--- src/rtl/dram_lsu_pkg.sv ---
// Shared types and the access-legality check for the data-RAM load/store unit.
package dram_lsu_pkg;

    typedef enum logic [1:0] {
        SZ_B = 2'b00,
        SZ_H = 2'b01,
        SZ_W = 2'b10
    } size_e;

    typedef enum logic [1:0] {
        IDLE  = 2'b00,
        READ  = 2'b01,
        WRITE = 2'b10,
        RESP  = 2'b11
    } state_e;

    // Size code 2'b11 has no enum member and is always rejected.
    function automatic logic access_err(input logic [1:0] size, input logic [1:0] lane);
        case (size)
            SZ_B:    return 1'b0;
            SZ_H:    return lane[0];
            SZ_W:    return lane != 2'b00;
            default: return 1'b1;
        endcase
    endfunction

endpackage

--- src/rtl/lsu_lane_ctrl.sv ---
// Byte/half lane extraction with sign or zero extension, and sub-word store merge.
module lsu_lane_ctrl
    import dram_lsu_pkg::*;
(
    input  logic [1:0]  size,
    input  logic [1:0]  lane,
    input  logic        is_unsigned,
    input  logic [31:0] word,
    input  logic [31:0] wdata,
    output logic [31:0] load_data,
    output logic [31:0] merged
);

    logic [7:0]  sel_b;
    logic [15:0] sel_h;

    always_comb begin
        sel_b     = word[{lane, 3'b000} +: 8];
        sel_h     = lane[1] ? word[31:16] : word[15:0];
        load_data = word;
        merged    = wdata;
        case (size)
            SZ_B: begin
                load_data = {{24{sel_b[7] & ~is_unsigned}}, sel_b};
                merged    = word;
                merged[{lane, 3'b000} +: 8] = wdata[7:0];
            end
            SZ_H: begin
                load_data = {{16{sel_h[15] & ~is_unsigned}}, sel_h};
                merged    = word;
                if (lane[1]) merged[31:16] = wdata[15:0];
                else         merged[15:0]  = wdata[15:0];
            end
            default: ;
        endcase
    end

endmodule

--- src/rtl/dram_lsu.sv ---
// Load/store initiator for the distributed data RAM; sub-word stores are
// read-modify-write because the RAM only has a whole-word write enable.
module dram_lsu
    import dram_lsu_pkg::*;
#(
    parameter int ADDR_WIDTH = 4
) (
    input  logic                  clk,
    input  logic                  rst,
    input  logic                  req_valid,
    output logic                  req_ready,
    input  logic                  req_we,
    input  logic [ADDR_WIDTH+1:0] req_addr,
    input  logic [1:0]            req_size,
    input  logic                  req_unsigned,
    input  logic [31:0]           req_wdata,
    output logic                  resp_valid,
    output logic [31:0]           resp_rdata,
    output logic                  resp_err,
    output logic [ADDR_WIDTH-1:0] ram_raddr,
    input  logic [31:0]           ram_rdata,
    output logic [ADDR_WIDTH-1:0] ram_waddr,
    output logic [31:0]           ram_di,
    output logic                  ram_we
);

    state_e                state_q, state_d;
    logic                  we_q, we_d;
    logic [ADDR_WIDTH+1:0] addr_q, addr_d;
    logic [1:0]            size_q, size_d;
    logic                  uns_q, uns_d;
    logic [31:0]           data_q, data_d;
    logic [31:0]           rdata_q, rdata_d;
    logic                  err_q, err_d;
    logic [31:0]           load_data;
    logic [31:0]           merged;

    lsu_lane_ctrl u_lane (
        .size        (size_q),
        .lane        (addr_q[1:0]),
        .is_unsigned (uns_q),
        .word        (ram_rdata),
        .wdata       (data_q),
        .load_data   (load_data),
        .merged      (merged)
    );

    always_ff @(posedge clk or posedge rst) begin
        if (rst) state_q <= IDLE;
        else     state_q <= state_d;
    end

    always_comb begin
        state_d = state_q;
        case (state_q)
            IDLE: begin
                if (req_valid) begin
                    if (access_err(req_size, req_addr[1:0]))  state_d = RESP;
                    else if (req_we && req_size == SZ_W)      state_d = WRITE;
                    else                                      state_d = READ;
                end
            end
            READ:    state_d = we_q ? WRITE : RESP;
            WRITE:   state_d = RESP;
            default: state_d = IDLE;
        endcase
    end

    always_comb begin
        req_ready  = (state_q == IDLE);
        ram_we     = (state_q == WRITE);
        resp_valid = (state_q == RESP);
        ram_raddr  = addr_q[ADDR_WIDTH+1:2];
        ram_waddr  = addr_q[ADDR_WIDTH+1:2];
        ram_di     = data_q;
        resp_rdata = rdata_q;
        resp_err   = err_q;
    end

    // Request latch, registered RAM read (extracted or merged) and response.
    always_comb begin
        we_d    = we_q;
        addr_d  = addr_q;
        size_d  = size_q;
        uns_d   = uns_q;
        data_d  = data_q;
        rdata_d = rdata_q;
        err_d   = err_q;
        case (state_q)
            IDLE: begin
                if (req_valid) begin
                    we_d   = req_we;
                    addr_d = req_addr;
                    size_d = req_size;
                    uns_d  = req_unsigned;
                    data_d = req_wdata;
                    if (access_err(req_size, req_addr[1:0])) begin
                        rdata_d = '0;
                        err_d   = 1'b1;
                    end
                end
            end
            READ: begin
                if (we_q) begin
                    data_d = merged;
                end else begin
                    rdata_d = load_data;
                    err_d   = 1'b0;
                end
            end
            WRITE: begin
                rdata_d = '0;
                err_d   = 1'b0;
            end
            default: ;
        endcase
    end

    always_ff @(posedge clk or posedge rst) begin
        if (rst) begin
            we_q    <= 1'b0;
            addr_q  <= '0;
            size_q  <= '0;
            uns_q   <= 1'b0;
            data_q  <= '0;
            rdata_q <= '0;
            err_q   <= 1'b0;
        end else begin
            we_q    <= we_d;
            addr_q  <= addr_d;
            size_q  <= size_d;
            uns_q   <= uns_d;
            data_q  <= data_d;
            rdata_q <= rdata_d;
            err_q   <= err_d;
        end
    end

endmodule

--- config.mk ---
export PLATFORM = sky130hd
export DESIGN_NAME = dram_lsu
export DESIGN_NICKNAME = d
export VERILOG_FILES = /design/src/rtl/dram_lsu_pkg.sv /design/src/rtl/lsu_lane_ctrl.sv /design/src/rtl/dram_lsu.sv
export SDC_FILE = /design/constraint.sdc
export NUM_CORES = 1
export LEC_CHECK = 0
export BUFFER_PORTS_ARGS = -buffer_cell sky130_fd_sc_hd__buf_2
export CAP_MARGIN = 25
export CORE_UTILIZATION = 35
export CTS_BUF_LIST = sky130_fd_sc_hd__clkbuf_8
export CTS_CLUSTER_DIAMETER = 50
export DETAILED_ROUTE_END_ITERATION = 10
export GPL_ROUTABILITY_DRIVEN = 1
export PLACE_DENSITY = 0.72
export RECOVER_POWER = 100
export SYNTH_ARGS = -nofsm -noshare
export SYNTH_HDL_FRONTEND = slang
export SYNTH_SLANG_ARGS = --single-unit
--- constraint.sdc ---
create_clock -name clk -period 2.05 [get_ports clk]
set_input_delay 0 -clock clk [delete_from_list [all_inputs] [get_ports clk]]
set_output_delay 0 -clock clk [all_outputs]
set_load 0.01 [all_outputs]
==> flow_summary.yaml, run 1 <==
yosys:
  syn_inst: 458
  synth.avg_cell_area_um2: 10.2
  synth.cell_area_um2: 4680
  yosys-top-cells-area: "dfrtp_1 41%, mux2i_1 4.9%, mux2_2 4.6%"
  synth-async-reset-ratio_pct: 100
  ys.flop_type: "dfrtp_1"
  synth_edf_count: 0
  yosys_warnings: 0
  yosysMostFrequentCell: "dfrtp_1"
  synth_cell_types: 43
  synth_top_area_share_pct: 41.2
  synth_common_cells: "77 x dfrtp_1, 38 x nand2_1, 28 x nor2b_1"
  ys_seq_area_share_pct: 41.2
  synth_top_area_cell: "dfrtp_1"
  ys_ff_latch: 77
  synth_nets: 544
place:
  gp_congestion: 0.881
  placed_area_um2: 5640
  dp_hpwl_um: 11400
  portBuffers: 152
setup_path:
  cpMaxStageDelayCell: "a221o_2"
  cp-end-kind: "flop"
  cp_max_fo: 16
  setup.worst_path.class: "flop to flop"
  max_stage_delay_ns: 0.44
  cp.arrival_ns: 2.23
  startpoint_type: "flop"
  cpLargestDelayFamily: "compound AO/OA/AOI/OAI gates"
  required_ns: 2.33
  cp_num_buf_inv: 2
  crit_chain: "inv_1 -> ha_1 -> nor2b_1 -> clkbuf_2 -> a221o_2 -> o31ai_1"
clocking:
  clockBufferDepth: 2
  cts-htree-levels: 3
  insertion_delay_ns: 0.37
  clk_pin_slew_ns: 0.09
  numCtsBuffers: 9
  tritoncts: "built"
  cts.sinks: 77
  cts-root-buf: "clkbuf_8"
timing:
  period_minus_slack_ns: 1.95
  min_period_over_period_pct: 95.3
  relSlewSlack_pct: 29.5
  slew_viol_final: 0
  worst_slew_pin_slew_ns: 1.06
  skew_ns: 0.0106
  max_freq_mhz: 512
  finalHoldViolCount: 0
  rsz0062_at_grt: "no"
  setup_viol: 0
grt:
  grt_max_degree: 52
  grt_antenna_before_repair: 0
  grt_use_total_pct: 23.6
  grt_pass1_vias: 4677
  grt_overflow: 0
  grt_pass1_wl_um: 25400
finish:
  area_growth_pct: 34.1
  diodes: 0
  final_util_pct: 48.9
  nets: 733
  fin_area_um2: 6270
  final_layout_size_suffix_gt1_share_pct: 22.2
floorplanning:
  fp.dieH_um: 118
  initial_core_util_pct: 36.5
  fp.dieW_um: 118
  rows: 41
  dieArea_um2: 13800
  core_um2: 12800
  io_pins: 153
route:
  drt-total-wl_um: 16300
  ant_nets: 0
  drt-initial-drc-count: 503
  drc: 0
  wl_per_cell_um: 19.8
  first_pass_iters: 7
  vias: 4637
  viasPerCell: 5.63
power:
  peakVddDrop_mv: 0.688
  powerDensity_nw_per_um2: 1580
  leakagePower_nw: 2.84
run:
  cap_violations: 0
status:
  status: "finished clean"
worst_hold_path:
  hold_class: "input port to flop"
## cell usage in the layout (no fill, tap or decap), types with 8 or more instances in the layout
cell	netlist	layout
nand2b_1	12	12
o21ai_1	25	10
clkbuf_8	0	12
a21oi_1	22	21
nor2_1	11	11
a22oi_1	16	16
mux2i_1	23	23
a22o_1	16	16
mux2_2	19	19
o2bb2ai_1	16	16
dfrtp_1	77	77
a221o_1	18	17
nand2_1	38	38
clkbuf_1	20	76
o21ai_0	0	15
a221oi_1	8	8
inv_1	10	11
ha_1	9	9
buf_2	13	77
dlygate4sd3_1	0	47
a32o_1	8	8
buf_4	10	14
o31ai_1	9	9
nor2b_1	28	27
## through the flow
stage / total power, mW / std cells / hold WS [ns] / setup TNS (ns) / worst slack [ns]
final: 9.89 / 824 / 0.00836 / 0 / 0.0954
after global routing: 10.6 / 824 / 0.00959 / 0 / 0.00566
after CTS: 10.1 / 823 / 0.00132 / 0 / 0.0410
after detailed placement: 8.47 / 760 / 0.0995 / -0.251 / -0.0404
after global placement: 8.29 / 760 / 0.0851 / 0 / 0.0815
after floorplan: 6.69 / 458 / 0.150 / 0 / 0.0833
## where the power goes
group | total, mW | internal [mW] | leakage, nW | switching, mW
Combinational | 5.54 | 2.38 | 1.71 | 3.16
Clock | 1.50 | 0.905 | 0.134 | 0.593
Sequential | 2.85 | 2.23 | 0.988 | 0.621
## path summary, 6_finish.rpt
| path | from | end | slack, ns | cells past startpoint |
|---|---|---|---|---|
| worst min register to register | ram_di[16] | ram_di[16] | 0.49 | 2 |
| worst min-delay path | ram_rdata[19] | resp_rdata[19] | 0.008 | 3 |
| max in group asynchronous | rst | resp_rdata[13] | 0.76 | 4 |
| worst max-delay path | state_q[0] | ram_di[13] | 0.1 | 6 |
| worst max register to register | state_q[0] | ram_di[13] | 0.1 | 6 |
| min in group asynchronous | rst | addr_q[5] | 0.44 | 3 |
## cells by family (layout without fill, tap and decap cells)
group,after synthesis,after routing,share of synthesized area (%)
compound gates,157,157,26.1
buf+inv,54,248,5.49
fa+ha+maj,9,9,2.41
mux,51,51,12.4
flops,77,77,41.2
simple gates,110,110,12.4
## flip-flops by register name, summed over array words and instances, names as in the netlist
signal / cells
size_q: 2
state_q: 2
resp_err: 1
uns_q: 1
ram_di: 32
resp_rdata: 32
addr_q: 6
we_q: 1
## layout make-up
cell class,instances,area [um2]
Clock inverter,4,93.8
Multi-Input combinational cell,327,2480
Clock buffer,12,165
Fill cell,1242,6560
Sequential cell,77,1930
Inverter,10,37.5
Timing Repair Buffer,222,1360
Tap cell,172,215
## repair_timing
item,4_1_cts,5_1_grt
gates resized for setup,1,3
hold buffers,47,0
endpoints found under the setup margin,16,24
pin swaps,0,0
hold endpoints to repair,73,0
setup buffers,0,1
## tightest hold or removal path: cells and delay by family
family / cells / cell delay, ns
buffers and inverters: 1 / 0.15
and+or+nand+nor: 1 / 0.12
AOI/OAI and AO/OA: 1 / 0.07
## per-layer routing
layer,global-route usage (%),vias to the layer above,share of wire (%)
met5,0,-,0
met4,13.2,0,4.2
met3,5.14,47,7.9
li1,-,2122,-
met2,36.7,221,45
met1,30.4,2247,42
Power figures use the tool's default switching activity.
==> run 2, diff against run 1 <==
--- a/config.mk
+++ b/config.mk
@@ -5,13 +5,14 @@
 export SDC_FILE = /design/constraint.sdc
 export NUM_CORES = 1
 export LEC_CHECK = 0
-export BUFFER_PORTS_ARGS = -buffer_cell sky130_fd_sc_hd__buf_2
+export BUFFER_PORTS_ARGS = -buffer_cell sky130_fd_sc_hd__clkbuf_2
 export CAP_MARGIN = 25
 export CORE_UTILIZATION = 35
 export CTS_BUF_LIST = sky130_fd_sc_hd__clkbuf_8
 export CTS_CLUSTER_DIAMETER = 50
 export DETAILED_ROUTE_END_ITERATION = 10
 export GPL_ROUTABILITY_DRIVEN = 1
+export HOLD_SLACK_MARGIN = 0.02
 export PLACE_DENSITY = 0.72
 export RECOVER_POWER = 100
 export SYNTH_ARGS = -nofsm -noshare
==> run 2 against run 1 <==
Die area stayed put. Register-to-register slack worse by 0.05 ns. First-iteration DRC count is 11% higher. Utilization is 0.30 points lower. Global-route usage hardly changed. Clock-buffer cell count is 1 lower. Via count is 0.37% lower. Critical path depth stayed put. Combinational power is 1% higher. Final area is 0.62% lower. Critical endpoint is now ram_di[6]. Largest power group unchanged.
==> flow_summary.yaml, run 2 (synthesis results as in run 1) <==
status:
  status: "finished clean"
power:
  leakagePower_nw: 2.84
  peakVddDrop_mv: 0.718
  powerDensity_nw_per_um2: 1540
  power_mw: 9.61
route:
  ant_nets: 0
  wl_per_cell_um: 19.8
  first_pass_iters: 7
  drt-initial-drc-count: 560
  viasPerCell: 5.61
  drc: 0
  drt-total-wl_um: 16300
  vias: 4620
clocking:
  cts_setup_buffers: 0
  insertion_delay_ns: 0.36
  numCtsBuffers: 9
  clockBufferDepth: 2
  cts-htree-levels: 3
  clk_pin_slew_ns: 0.08
  tritoncts: "built"
  cts-root-buf: "clkbuf_8"
  cts.sinks: 77
setup_path:
  setup.worst_path.class: "flop to flop"
  cp-startpoint: "state_q[1]"
  cp_max_fo: 8
  regToRegStartpoint: "state_q[1]"
  crit_path_end: "ram_di[6]"
  startpoint_type: "flop"
  rrSetupSlack_ns: 0.05
  worstRegToRegCells: 6
  cp-end-kind: "flop"
  required_ns: 2.29
  regToRegEndpoint: "ram_di[6]"
  cp.arrival_ns: 2.25
grt:
  grt_overflow: 0
  grt_antenna_before_repair: 0
  grt_pass1_vias: 4606
  grt_max_degree: 78
  grt_use_total_pct: 23.6
  grt_pass1_wl_um: 25300
worst_hold_path:
  hold_class: "input port to flop"
floorplanning:
  rows: 41
  core_um2: 12800
  dieArea_um2: 13800
  io_pins: 153
  initial_core_util_pct: 36.5
  fp.dieW_um: 118
  fp.dieH_um: 118
finish:
  nets: 734
  diodes: 0
  area_growth_pct: 33.3
  layout_common_cells: "77 x dfrtp_1, 77 x clkbuf_2, 76 x clkbuf_1"
  final_layout_size_suffix_gt1_share_pct: 22.9
timing:
  worst_slew_pin_slew_ns: 1.08
  period_minus_slack_ns: 2.00
  setup_viol: 0
  slew_viol_final: 0
  hold_slack_ns: 0.0344
  min_period_over_period_pct: 97.7
  max_freq_mhz: 500
  rsz0062_at_grt: "yes"
  relSlewSlack_pct: 28.0
  skew_ns: 0.00974
  finalHoldViolCount: 0
place:
  portBuffers: 152
  gp_congestion: 0.894
  dp_hpwl_um: 11400
run:
  cap_violations: 0
-- run 2: timing repair --
action	in CTS	in global routing
hold endpoints to repair	125	0
resized for setup	2	4
hold buffers	49	0
pin swaps	0	2
setup endpoints to repair	19	20
-- run 2: per-stage QoR --
step / worst slack (ns) / util (%) / setup TNS, ns / instances / cell area, um2
floorplan: 0.0833 / - / 0 / 458 / 4680
finish: 0.0481 / 48.6 / 0 / 824 / 6230
detailed placement: -0.0672 / 44.0 / -0.626 / 760 / 5640
global route: -0.0173 / 48.6 / -0.102 / 824 / 6230
CTS: 0.0129 / 49.3 / 0 / 824 / 6330
global placement: 0.0879 / 44.0 / 0 / 760 / 5640
-- run 2: final cells by class --
class | count | area [um2]
tap | 172 | 215
inverter | 10 | 37.5
clock buffer | 11 | 151
fill | 1252 | 6590
timing repair buffer | 223 | 1350
sequential | 77 | 1930
clock inverter | 4 | 41.3
multi-input combinational | 327 | 2510
-- run 2: worst min-delay path by stage --
stage | depth (start not counted) | startpoint | end
floorplan | 1 | req_addr[5] | addr_q[5]
global placement | 3 | rst | addr_q[3]
detailed placement | 3 | rst | addr_q[4]
CTS | 3 | req_wdata[4] | ram_di[4]
global route | 3 | req_wdata[0] | ram_di[0]
finish | 3 | req_wdata[0] | ram_di[0]
-- run 2: routing by layer --
layer / global-route usage (%) / vias up / routed length, um
met5: 0 / - / 0
met4: 9.94 / 0 / 524
met3: 5.81 / 40 / 1190
met2: 37.8 / 209 / 7550
met1: 30.2 / 2256 / 7020
li1: - / 2115 / -
-- run 2: power by group --
part	leakage [nW]	internal (mW)	switching [mW]
sequential	0.988	2.23	0.615
combinational	1.75	2.41	3.21
clock	0.109	0.610	0.537
total	2.84	5.25	4.36
-- run 2: worst max-delay path: stages (launching register included) --
cell and delay (ns):
dfrtp_1 0.42, inv_1 0.13, ha_1 0.31, nand2b_1 0.12, a21o_1 0.21, a21oi_4 0.35
mux2_4 0.34
